[config.mk]
export PLATFORM = sky130hd
export DESIGN_NAME = wb_retire_queue
export DESIGN_NICKNAME = d
export VERILOG_FILES = /design/src/rtl/wb_retire_queue_pkg.sv /design/src/rtl/wb_fwd_scan.sv /design/src/rtl/wb_retire_queue.sv
export SDC_FILE = /design/constraint.sdc
export NUM_CORES = 1
export LEC_CHECK = 0
export BUFFER_PORTS_ARGS = -buffer_cell sky130_fd_sc_hd__buf_2
export CAP_MARGIN = 20
export CORE_ASPECT_RATIO = 0.75
export CORE_MARGIN = 3
export CORE_UTILIZATION = 56
export CTS_CLUSTER_SIZE = 14
export DETAILED_ROUTE_END_ITERATION = 6
export PLACE_DENSITY_LB_ADDON = 0.3
export SLEW_MARGIN = 20
export SYNTH_ARGS = -nofsm -noshare
export SYNTH_HDL_FRONTEND = slang
export SYNTH_HIERARCHICAL = 1
export SYNTH_SLANG_ARGS = --single-unit
[constraint.sdc]
create_clock -name clk -period 8.4 [get_ports clk]
set_input_delay 0 -clock clk [delete_from_list [all_inputs] [get_ports clk]]
set_output_delay 0 -clock clk [all_outputs]
set_load 0.02 [all_outputs]
[src/rtl/wb_retire_queue_pkg.sv]
// Shared types for the writeback/retire queue: default field widths and the
// packed queue-entry layout used by the stage and its tooling.
package wb_retire_queue_pkg;

  localparam int DEF_XLEN   = 32;
  localparam int DEF_NREG_W = 5;
  localparam int DEF_DEPTH  = 4;
  localparam int WSTRB_W    = DEF_XLEN / 8;

  typedef struct packed {
    logic                  rf_we;
    logic [WSTRB_W-1:0]    wstrb;
    logic [DEF_NREG_W-1:0] dest;
    logic [DEF_XLEN-1:0]   pc;
    logic [DEF_XLEN-1:0]   result;
  } entry_t;

endpackage

[src/rtl/wb_fwd_scan.sv]
// Combinational youngest-first forwarding lookup over the retire queue.
// Slots are walked oldest to youngest from the head, so the last match wins.
module wb_fwd_scan #(
  parameter int XLEN   = 32,
  parameter int NREG_W = 5,
  parameter int DEPTH  = 4,
  localparam int PTR_W = $clog2(DEPTH)
) (
  input  logic [DEPTH-1:0]             vld,
  input  logic [DEPTH-1:0]             we,
  input  logic [DEPTH-1:0]             strb_full,
  input  logic [DEPTH-1:0][NREG_W-1:0] dest,
  input  logic [DEPTH-1:0][XLEN-1:0]   result,
  input  logic [PTR_W-1:0]             head_idx,
  input  logic [NREG_W-1:0]            raddr,
  output logic                         hit,
  output logic                         stall,
  output logic [XLEN-1:0]              data
);

  logic [PTR_W-1:0] idx;

  always_comb begin
    hit   = 1'b0;
    stall = 1'b0;
    data  = '0;
    idx   = '0;
    for (int k = 0; k < DEPTH; k++) begin
      idx = head_idx + PTR_W'(k);
      if (vld[idx] && we[idx] && (dest[idx] == raddr) && (raddr != '0)) begin
        hit   = strb_full[idx];
        stall = !strb_full[idx];
        data  = result[idx];
      end
    end
  end

endmodule

[src/rtl/wb_retire_queue.sv]
// Writeback/retire stage: in-order DEPTH-entry queue between MEM and the RF/trace.
// Handshake: a MEM->WB transfer happens in any cycle where ms_to_ws_valid and
// ws_allow_in are both high; ws_allow_in depends on trace_ready, never on ms_to_ws_valid.
module wb_retire_queue
  import wb_retire_queue_pkg::*;
#(
  parameter int XLEN   = DEF_XLEN,
  parameter int NREG_W = DEF_NREG_W,
  parameter int DEPTH  = DEF_DEPTH,
  localparam int SW    = XLEN / 8,
  localparam int PTR_W = $clog2(DEPTH)
) (
  input  logic              clk,
  input  logic              rst,
  input  logic              ms_to_ws_valid,
  output logic              ws_allow_in,
  input  logic              in_rf_we,
  input  logic [SW-1:0]     in_wstrb,
  input  logic [NREG_W-1:0] in_dest,
  input  logic [XLEN-1:0]   in_pc,
  input  logic [XLEN-1:0]   in_result,
  input  logic              trace_ready,
  output logic [SW-1:0]     rf_we_out,
  output logic [NREG_W-1:0] rf_waddr,
  output logic [XLEN-1:0]   rf_wdata,
  output logic              trace_valid,
  output logic [XLEN-1:0]   trace_pc,
  input  logic [NREG_W-1:0] fwd_raddr,
  output logic              fwd_hit,
  output logic              fwd_stall,
  output logic [XLEN-1:0]   fwd_data,
  output logic [PTR_W:0]    occupancy
);

  logic [PTR_W:0]                head, tail;
  logic [PTR_W-1:0]              head_idx, tail_idx;
  logic [DEPTH-1:0]              vld;
  logic [DEPTH-1:0]              we_q;
  logic [DEPTH-1:0]              strb_full;
  logic [DEPTH-1:0][SW-1:0]      wstrb_q;
  logic [DEPTH-1:0][NREG_W-1:0]  dest_q;
  logic [DEPTH-1:0][XLEN-1:0]    pc_q;
  logic [DEPTH-1:0][XLEN-1:0]    res_q;
  logic                          full, retire, enq;

  assign head_idx  = head[PTR_W-1:0];
  assign tail_idx  = tail[PTR_W-1:0];
  // The extra wrap bit makes tail-head the true count, so full is count==DEPTH.
  assign occupancy = tail - head;
  assign full      = (occupancy == (PTR_W+1)'(DEPTH));

  assign trace_valid = vld[head_idx];
  // No RF write may escape during a reset cycle, even with a valid head.
  assign retire      = trace_valid && trace_ready && !rst;
  assign ws_allow_in = !full || retire;
  assign enq         = ms_to_ws_valid && ws_allow_in;

  assign trace_pc  = trace_valid ? pc_q[head_idx] : '0;
  assign rf_waddr  = trace_valid ? dest_q[head_idx] : '0;
  assign rf_wdata  = trace_valid ? res_q[head_idx] : '0;
  assign rf_we_out = (retire && we_q[head_idx] && (dest_q[head_idx] != '0))
                     ? wstrb_q[head_idx] : '0;

  always_comb begin
    strb_full = '0;
    for (int i = 0; i < DEPTH; i++) strb_full[i] = &wstrb_q[i];
  end

  always_ff @(posedge clk) begin
    if (rst) begin
      head <= '0;
      tail <= '0;
      vld  <= '0;
    end else begin
      if (retire) begin
        vld[head_idx] <= 1'b0;
        head          <= head + (PTR_W+1)'(1);
      end
      // A full queue enqueues into the slot being retired; the set must win.
      if (enq) begin
        vld[tail_idx] <= 1'b1;
        tail          <= tail + (PTR_W+1)'(1);
      end
    end
  end

  always_ff @(posedge clk) begin
    if (enq && !rst) begin
      we_q[tail_idx]    <= in_rf_we;
      wstrb_q[tail_idx] <= in_wstrb;
      dest_q[tail_idx]  <= in_dest;
      pc_q[tail_idx]    <= in_pc;
      res_q[tail_idx]   <= in_result;
    end
  end

  wb_fwd_scan #(
    .XLEN  (XLEN),
    .NREG_W(NREG_W),
    .DEPTH (DEPTH)
  ) u_fwd_scan (
    .vld      (vld),
    .we       (we_q),
    .strb_full(strb_full),
    .dest     (dest_q),
    .result   (res_q),
    .head_idx (head_idx),
    .raddr    (fwd_raddr),
    .hit      (fwd_hit),
    .stall    (fwd_stall),
    .data     (fwd_data)
  );

endmodule

==> Yosys cells after proc, flatten, opt, wreduce, memory -nomap -nowiden <==
Cells that the tools add are included.
{ "totals": {"reg_bits": 306, "input_bits": 83, "output_inout_bits": 112, "elab_cells": 152} }
{ "classes": {"n_addsub": 6, "n_lt_le_gt_ge": 7, "eq_ne": 5, "n_mux": 78, "n_bitwise": 3, "n_reduce_logical": 33} }
{ "ops": {"columns": ["op", "n"], "rows": [
  ["$mux 32", 12],
  ["$bmux 32 s2", 5],
  ["$bwmux 128", 2],
  ["$demux 32 s2", 1],
  ["$bmux 5 s2", 4],
  ["$mux 5", 6],
  ["$bmux 1 s2", 12],
  ["$mux 4", 6],
  ["$mux 1", 22],
  ["$bwmux 20", 1],
  ["$eq 5x5->1", 4],
  ["$logic_and 1x1->1", 20],
  ["$bwmux 16", 1],
  ["$reduce_and 4->1", 4],
  ["$lt 2x3->1 const B", 5],
  ["$demux 5 s2", 1],
  ["$reduce_bool 5->1", 2],
  ["$bmux 4 s2", 1],
  ["$demux 4 s2", 1],
  ["$add 3x1->3 const B", 2],
  ["$logic_not 1->1", 6],
  ["$add 2x2->2 const B", 2],
  ["$and 4x4->4", 1],
  ["$bwmux 4", 1],
  ["other kinds (8)", 10]
]} }

==> Depth between registers and ports, before layout <==
{ "logic_depth": {"depth_word": 10, "ltp_mapped": 12, "mapped_depth_nobuf": 7} }

==> Modules after synthesis <==
Netlist, hierarchy kept.
{ "modules_own_cells": {"columns": ["mod", "instances", "cells_each", "area_each_um2", "seq_area_each_um2"], "rows": [
  ["wb_retire_queue", 1, 555, 11896.4, 9088.7],
  ["wb_fwd_scan", 1, 556, 4665.7, 0.0]
]} }

==> Worst setup path before layout <==
OpenSTA, ideal clock, no wires.
{ "synth_timing": {"path_type": "reg-to-reg", "start": "register tail[0]", "end": "register dest_q[0] (netlist bit) (enable)", "setup_ps": 441, "t_arrival_ps": 3584, "required_time_ps": 7959, "setup_slack_ps": 4376, "path_stages_with_launch": 8, "path_buffers": 0, "period_less_slack_ps": 4024, "path_cell_list": "dfxtp_1 inv_1 ha_1 fa_1 xor3_1 and3_1 a21boi_2 and3_1"} }
{ "synth_via": {"elab_chain_cells": 6} }
{ "synth_rtl": {"columns": ["item", "line_no", "text"], "rows": [
  ["start, declared", "wb_retire_queue.sv:35", "logic [PTR_W:0] head, tail;"],
  ["start signal, assigned", "wb_retire_queue.sv:82", "tail <= tail + (PTR_W+1)'(1);"],
  ["$sub 3x3->3", "wb_retire_queue.sv:49", "assign occupancy = tail - head;"],
  ["via occupancy[2]", "wb_retire_queue.sv:32", "output logic [PTR_W:0] occupancy"],
  ["$eq 3x3->1", "wb_retire_queue.sv:50", "assign full = (occupancy == (PTR_W+1)'(DEPTH));"],
  ["$logic_not 1->1", "wb_retire_queue.sv:55", "assign ws_allow_in = !full || retire;"],
  ["$logic_or 1x1->1", "wb_retire_queue.sv:55", null],
  ["$logic_and 1x1->1", "wb_retire_queue.sv:56", "assign enq = ms_to_ws_valid && ws_allow_in;"],
  ["$logic_and 1x1->1", "wb_retire_queue.sv:88", "if (enq && !rst) begin"],
  ["end signal, assigned by index", "wb_retire_queue.sv:91", "dest_q[tail_idx] <= in_dest;"],
  ["end, declared", "wb_retire_queue.sv:41", "logic [DEPTH-1:0][NREG_W-1:0] dest_q;"]
]} }
The timed path passes the listed nets, and every way through them passes these cells.
A chain may end at the register's enable or synchronous reset.

==> Final worst setup path <==
{ "layout_timing": {"start": "register head[0]", "end": "output fwd_data[1]"} }
{ "layout_via": {"elab_chain_cells": 9, "elab_cells_between_ends": 55, "classes_between": "add/sub (3); eq/ne (4); mux (36); reduce/logical (12)"} }
{ "layout_rtl": {"columns": ["item", "line_no", "text"], "rows": [
  ["start, declared", "wb_retire_queue.sv:35", null],
  ["start signal, assigned", "wb_retire_queue.sv:77", "head <= head + (PTR_W+1)'(1);"],
  ["$add 2x1->2 (tied with other cells)", "wb_fwd_scan.sv:29", "idx = head_idx + PTR_W'(k);"],
  ["$bmux 5 s2 (tied with other cells)", "wb_fwd_scan.sv:30", "if (vld[idx] && we[idx] && (dest[idx] == raddr) && (raddr != '0)) begin"],
  ["$mux 5 (implied by the code) (tied with other cells)", "wb_fwd_scan.sv:30", null],
  ["$eq 5x5->1 or $logic_and 1x1->1 (tied branches)", "wb_fwd_scan.sv:30", null],
  ["$logic_and 1x1->1", "wb_fwd_scan.sv:30", null],
  ["$logic_and 1x1->1 or $mux 32 (tied branches)", "wb_fwd_scan.sv:30", null],
  ["$mux 32 (2 in series)", "wb_fwd_scan.sv:30", null],
  ["$mux 32 *", "wb_fwd_scan.sv:30", null],
  ["end, declared", "wb_retire_queue.sv:31", "output logic [XLEN-1:0] fwd_data,"]
]} }
Every way passes the cells marked *; elsewhere a longest branch is shown, timed or not. The select of a mux whose other input is x is not followed.

==> impl_table.tex <==
\begin{tabular}{lr}
\hline
Metric & Value \\
\hline
\multicolumn{2}{l}{\textbf{Run status}} \\
\quad Status & completed \\
\multicolumn{2}{l}{\textbf{Drt}} \\
\quad DRC Markers & 0 \\
\quad Total via count after detailed routing & 11578 \\
\quad Highest metal layer used by the detailed router & met4 \\
\quad Detailed route wirelength on metal3 & 3740 um \\
\quad First DRT Iteration DRCs & 1251 \\
\quad Detail Route met2 WL & 19600 um \\
\quad Pre-antenna DRT Iters & 6 \\
\quad Routed WL per cell & 24.3 um \\
\quad ANT nets after route & 0 \\
\quad Final Routed Wirelength & 42000 um \\
\quad Via density & 6.70 \\
\quad Met1 WL & 17800 um \\
\multicolumn{2}{l}{\textbf{Yosys}} \\
\quad XOR/XNOR share of the synthesized area & 1.15\% \\
\quad Post-Syn Instances & 1111 \\
\quad Area of the mapped netlist & 0.0166 sq mm \\
\quad Netlist cell types & 64 \\
\quad Sequential share of the synthesized area & 54.9\% \\
\quad Yosys warning total & 6 \\
\quad Area fraction in compound gates after synthesis & 11.9\% \\
\quad Post-Synth Adder-Cell Area & 0.801\% \\
\quad Proportion of synthesized area in mux cells & 21.4\% \\
\quad Fraction of registers with async set/reset & 0\% \\
\quad Combinational family with the most area after synthesis & multiplexers \\
\quad Syn nets & 1204 \\
\quad EDFF count, synth & 296 \\
\quad Flip-flop and latch count after synthesis & 306 \\
\quad Top flip-flop cell by instance count after synthesis & sky130\_fd\_sc\_hd\_\_edfxtp\_1 \\
\quad Fraction of the mapped netlist area in simple logic gates & 6.04\% \\
\quad Post-synthesis area per instance & 14.9 sq um \\
\multicolumn{2}{l}{\textbf{STA}} \\
\quad Highest clock frequency the design can meet & 0.181 GHz \\
\quad Worst setup skew after layout & 0.0137 ns \\
\quad Fraction of the cycle the final worst path needs & 65.6\% \\
\quad Final worst setup slack & 2.89 ns \\
\quad Tmin final & 5.51 ns \\
\quad Accumulated negative setup slack & 0 ns \\
\quad Count of endpoints failing setup in the final report & 0 \\
\quad Final hold violation count & 0 \\
\quad Max-slew violation count & 0 \\
\quad Relative slew slack & 35.0\% \\
\quad Transition at the pin with the smallest max-transition slack & 0.975 ns \\
\quad Unrepaired setup endpoints after global routing & no \\
\multicolumn{2}{l}{\textbf{Hold path}} \\
\quad Min-Delay Path Depth & 5 \\
\quad Hold path start & trace\_ready \\
\quad Tightest Hold Check Type & primary input to flip-flop \\
\quad Hold endpoint & head[1] \\
\multicolumn{2}{l}{\textbf{Power and ir drop}} \\
\quad Power consumption & 3.56 mW \\
\quad Switching part of the total & 24.9\% \\
\quad Proportion of power drawn by combinational gates & 13.5\% \\
\quad IR Drop Worst-Case VDD & 0.187 mV \\
\quad Areal power density over the cells & 184 mW/mm\^{}2 \\
\quad Total leakage power & 6.33 nW \\
\quad Psw & 884 uW \\
\quad Sequential share of power & 49.3\% \\
\quad Cell internal power dissipation & 2.67 mW \\
\quad Fraction of power consumed by the clock network & 37.2\% \\
\multicolumn{2}{l}{\textbf{Final layout}} \\
\quad Share of cells above drive strength 1 & 29.7\% \\
\quad Layout Utilization & 67.7\% \\
\quad Final Cell Area & 0.0194 sq mm \\
\quad Layout-stage area growth over the synthesis result & 16.9\% \\
\quad Fillcell total & 1968 \\
\quad Layout Nets & 1410 \\
\multicolumn{2}{l}{\textbf{Setup path}} \\
\quad Worst r2r dst & pc\_q[15] \\
\quad Timing startpoint of the critical path & head[0] \\
\quad Cell at the slowest stage of the critical path & sky130\_fd\_sc\_hd\_\_dfxtp\_4 \\
\quad Worst R2R Start & head[0] \\
\quad Largest stage delay on the critical path & 0.91 ns \\
\quad Type of element launching the critical path & flip-flop \\
\quad Worst path cell trace & buf\_12 -> inv\_2 -> nor3b\_1 -> o31ai\_2 -> nor3\_4 -> buf\_4 -> a21o\_4 -> o221ai\_1 -> a32o\_1 -> buf\_2 \\
\quad Register-to-register path setup slack & 4.47 ns \\
\quad Number of cells on the worst reg-to-reg path & 7 \\
\quad Arr. time, crit path & 5.51 ns \\
\quad Family of cells with the greatest summed delay on the critical path & buffers and inverters \\
\quad Crit path required time & 8.40 ns \\
\quad Type of element capturing the critical path & primary output \\
\quad Worst-path fanout max & 163 \\
\quad Start-to-end type of the worst setup path & flip-flop to primary output \\
\quad CP bufs+invs & 4 \\
\multicolumn{2}{l}{\textbf{Global routing}} \\
\quad Vias in the first global route & 11391 \\
\quad Maximum number of pins on one net before global-route repair & 164 \\
\quad Gr ovfl total & 0 \\
\quad Antenna violations before repair & 3 \\
\quad Wire length of the first global-routing pass & 64800 um \\
\quad GRT Overall Usage & 25.9\% \\
\multicolumn{2}{l}{\textbf{Clock tree}} \\
\quad Insertion delay of the later-clocked pin in the worst-skew pair & 0.56 ns \\
\quad CTS sink count & 306 \\
\quad CTS root buf & sky130\_fd\_sc\_hd\_\_clkbuf\_16 \\
\quad CTS H-Tree Depth & 1 \\
\quad Post-cts gate resize count & 0 \\
\quad Maximum buffer depth of the clock tree & 3 \\
\quad CTS Buf Count & 30 \\
\quad Clock-pin slew on the worst setup and hold paths & 0.07 ns \\
\quad Clock tree from TritonCTS & done \\
\multicolumn{2}{l}{\textbf{Floorplanning}} \\
\quad Effective utilization at floorplan & 57.9\% \\
\quad Die width & 205 um \\
\quad Die H & 155 um \\
\quad Number of top-level pins & 195 \\
\quad Die Outline Area & 0.0317 sq mm \\
\quad Placement Rows & 53 \\
\quad Area of the core & 0.0286 sq mm \\
\multicolumn{2}{l}{\textbf{Flow run}} \\
\quad Total of max-cap violations & 0 \\
\multicolumn{2}{l}{\textbf{Place}} \\
\quad Last weighted congestion value of the routability-driven placer & 0.852 \\
\quad Area post-placement & 0.0176 sq mm \\
\quad Post-placement worst setup slack & 3.55 ns \\
\quad Detailed placement HPWL & 24600 um \\
\quad Count of buffers inserted at the top-level ports & 194 \\
\hline
\end{tabular}
-- cell families after synthesis --
kind of cell / Yosys count
DFF: 306
muxes: 239
AOI/OAI and AO/OA: 237
and+or+nand+nor: 173
buffers and inverters: 126
xor gates and xnor gates: 20
adders and majority gates: 10
-- synthesized netlist by cell type, types with 14 or more instances --
master,n,area (sq um)
sky130_fd_sc_hd__mux2i_1,115,1150
sky130_fd_sc_hd__nand2_1,44,165
sky130_fd_sc_hd__edfxtp_1,296,8890
sky130_fd_sc_hd__mux2_2,35,394
sky130_fd_sc_hd__buf_2,25,125
sky130_fd_sc_hd__a31oi_1,33,206
sky130_fd_sc_hd__o41ai_1,32,280
sky130_fd_sc_hd__o221ai_1,95,832
sky130_fd_sc_hd__a32o_1,32,320
sky130_fd_sc_hd__nor2b_1,74,463
sky130_fd_sc_hd__clkbuf_1,63,236
sky130_fd_sc_hd__buf_6,14,158
sky130_fd_sc_hd__mux4_2,84,1890
-- through the flow --
| stage | hold WS, ns | std cells |
|---|---|---|
| final | 0.0636 | 1727 |
| after global routing | 0.0643 | 1727 |
| after detailed placement | 0.216 | 1591 |
| after floorplan | 0.0989 | 1111 |
| after CTS | 0.0406 | 1724 |
| after global placement | 0.213 | 1591 |
-- power by group through the flow --
stage          logic, mW  registers [mW]  clock network [mW]
5_1_grt            0.514            1.76                1.40
6_report           0.480            1.75                1.32
3_5_place_dp       0.439            1.79                   0
3_3_place_gp       0.434            1.78                   0
4_1_cts            0.474            1.75                1.33
2_1_floorplan      0.298            1.78                   0
-- placed cells by master (no fill, tap or decap), types with 3 or more instances in the layout --
cell type	Yosys	layout
sky130_fd_sc_hd__a211oi_1	3	3
sky130_fd_sc_hd__a21oi_1	12	12
sky130_fd_sc_hd__a31oi_1	33	33
sky130_fd_sc_hd__a32o_1	32	32
sky130_fd_sc_hd__and3_4	0	4
sky130_fd_sc_hd__and4_1	4	4
sky130_fd_sc_hd__buf_2	25	194
sky130_fd_sc_hd__buf_4	9	13
sky130_fd_sc_hd__bufinv_16	0	3
sky130_fd_sc_hd__clkbuf_16	0	30
sky130_fd_sc_hd__clkinv_1	0	7
sky130_fd_sc_hd__clkinv_2	0	9
sky130_fd_sc_hd__dfxtp_1	10	8
sky130_fd_sc_hd__dlygate4sd3_1	0	78
sky130_fd_sc_hd__edfxtp_1	296	296
sky130_fd_sc_hd__ha_1	9	9
sky130_fd_sc_hd__inv_1	12	11
sky130_fd_sc_hd__mux2_2	35	35
sky130_fd_sc_hd__mux2i_1	115	115
sky130_fd_sc_hd__mux4_1	3	3
sky130_fd_sc_hd__mux4_2	84	84
sky130_fd_sc_hd__nand2_1	44	43
sky130_fd_sc_hd__nand2b_1	3	3
sky130_fd_sc_hd__nand3_1	10	10
sky130_fd_sc_hd__nand3b_1	5	5
sky130_fd_sc_hd__nor2_1	8	8
sky130_fd_sc_hd__nor2b_1	74	74
sky130_fd_sc_hd__nor3b_1	5	5
sky130_fd_sc_hd__o211ai_1	3	3
sky130_fd_sc_hd__o21ai_0	3	3
sky130_fd_sc_hd__o21ai_1	6	5
sky130_fd_sc_hd__o221ai_1	95	95
sky130_fd_sc_hd__o41ai_1	32	32
sky130_fd_sc_hd__xnor2_1	9	9
sky130_fd_sc_hd__xor2_1	10	10
-- area by class of cell --
class	count	area [sq um]	share of cell area (%)
diodes	2	5.00	0.0258
clock buffers	32	758	3.92
clock inverters	23	203	1.05
inverters	13	48.8	0.252
multi-input cells	679	6870	35.5
flip-flops and latches	306	9100	47.0
well taps	385	482	2.49
repair buffers	287	1900	9.80
-- tightest hold or removal path: cells and delay by family --
family                 cells  cell delay (ns)
buffers and inverters      1             0.11
AND/OR/NAND/NOR            2             0.24
AO/OA/AOI/OAI              2             0.22
-- per-layer routing --
metal | GRT usage, % | vias up
met5 | 0 | -
met4 | 6.68 | 0
met3 | 4.69 | 79
met2 | 40.5 | 617
met1 | 38.0 | 5821
li1 | - | 5061
-- sequential cells by signal, summed over array words and instances, names as in the netlist --
name / cells
tail: 3
head: 3
pc_q: 128
we_q: 4
wstrb_q: 16
vld: 4
dest_q: 20
res_q: 128
-- worst max path at each step --
stage | endpoint | cells after the start
floorplan | dest_q[0] | 7
global placement | fwd_data[1] | 10
detailed placement | fwd_data[1] | 10
CTS | fwd_data[8] | 10
global route | fwd_data[1] | 10
finish | fwd_data[1] | 10
-- timing repair --
item | in CTS | in global routing
setup endpoints to repair | 0 | 0
setup buffers | 0 | 0
endpoints found under the hold margin | 306 | 0
hold buffers | 78 | 0
Power figures use the tool's default switching activity.
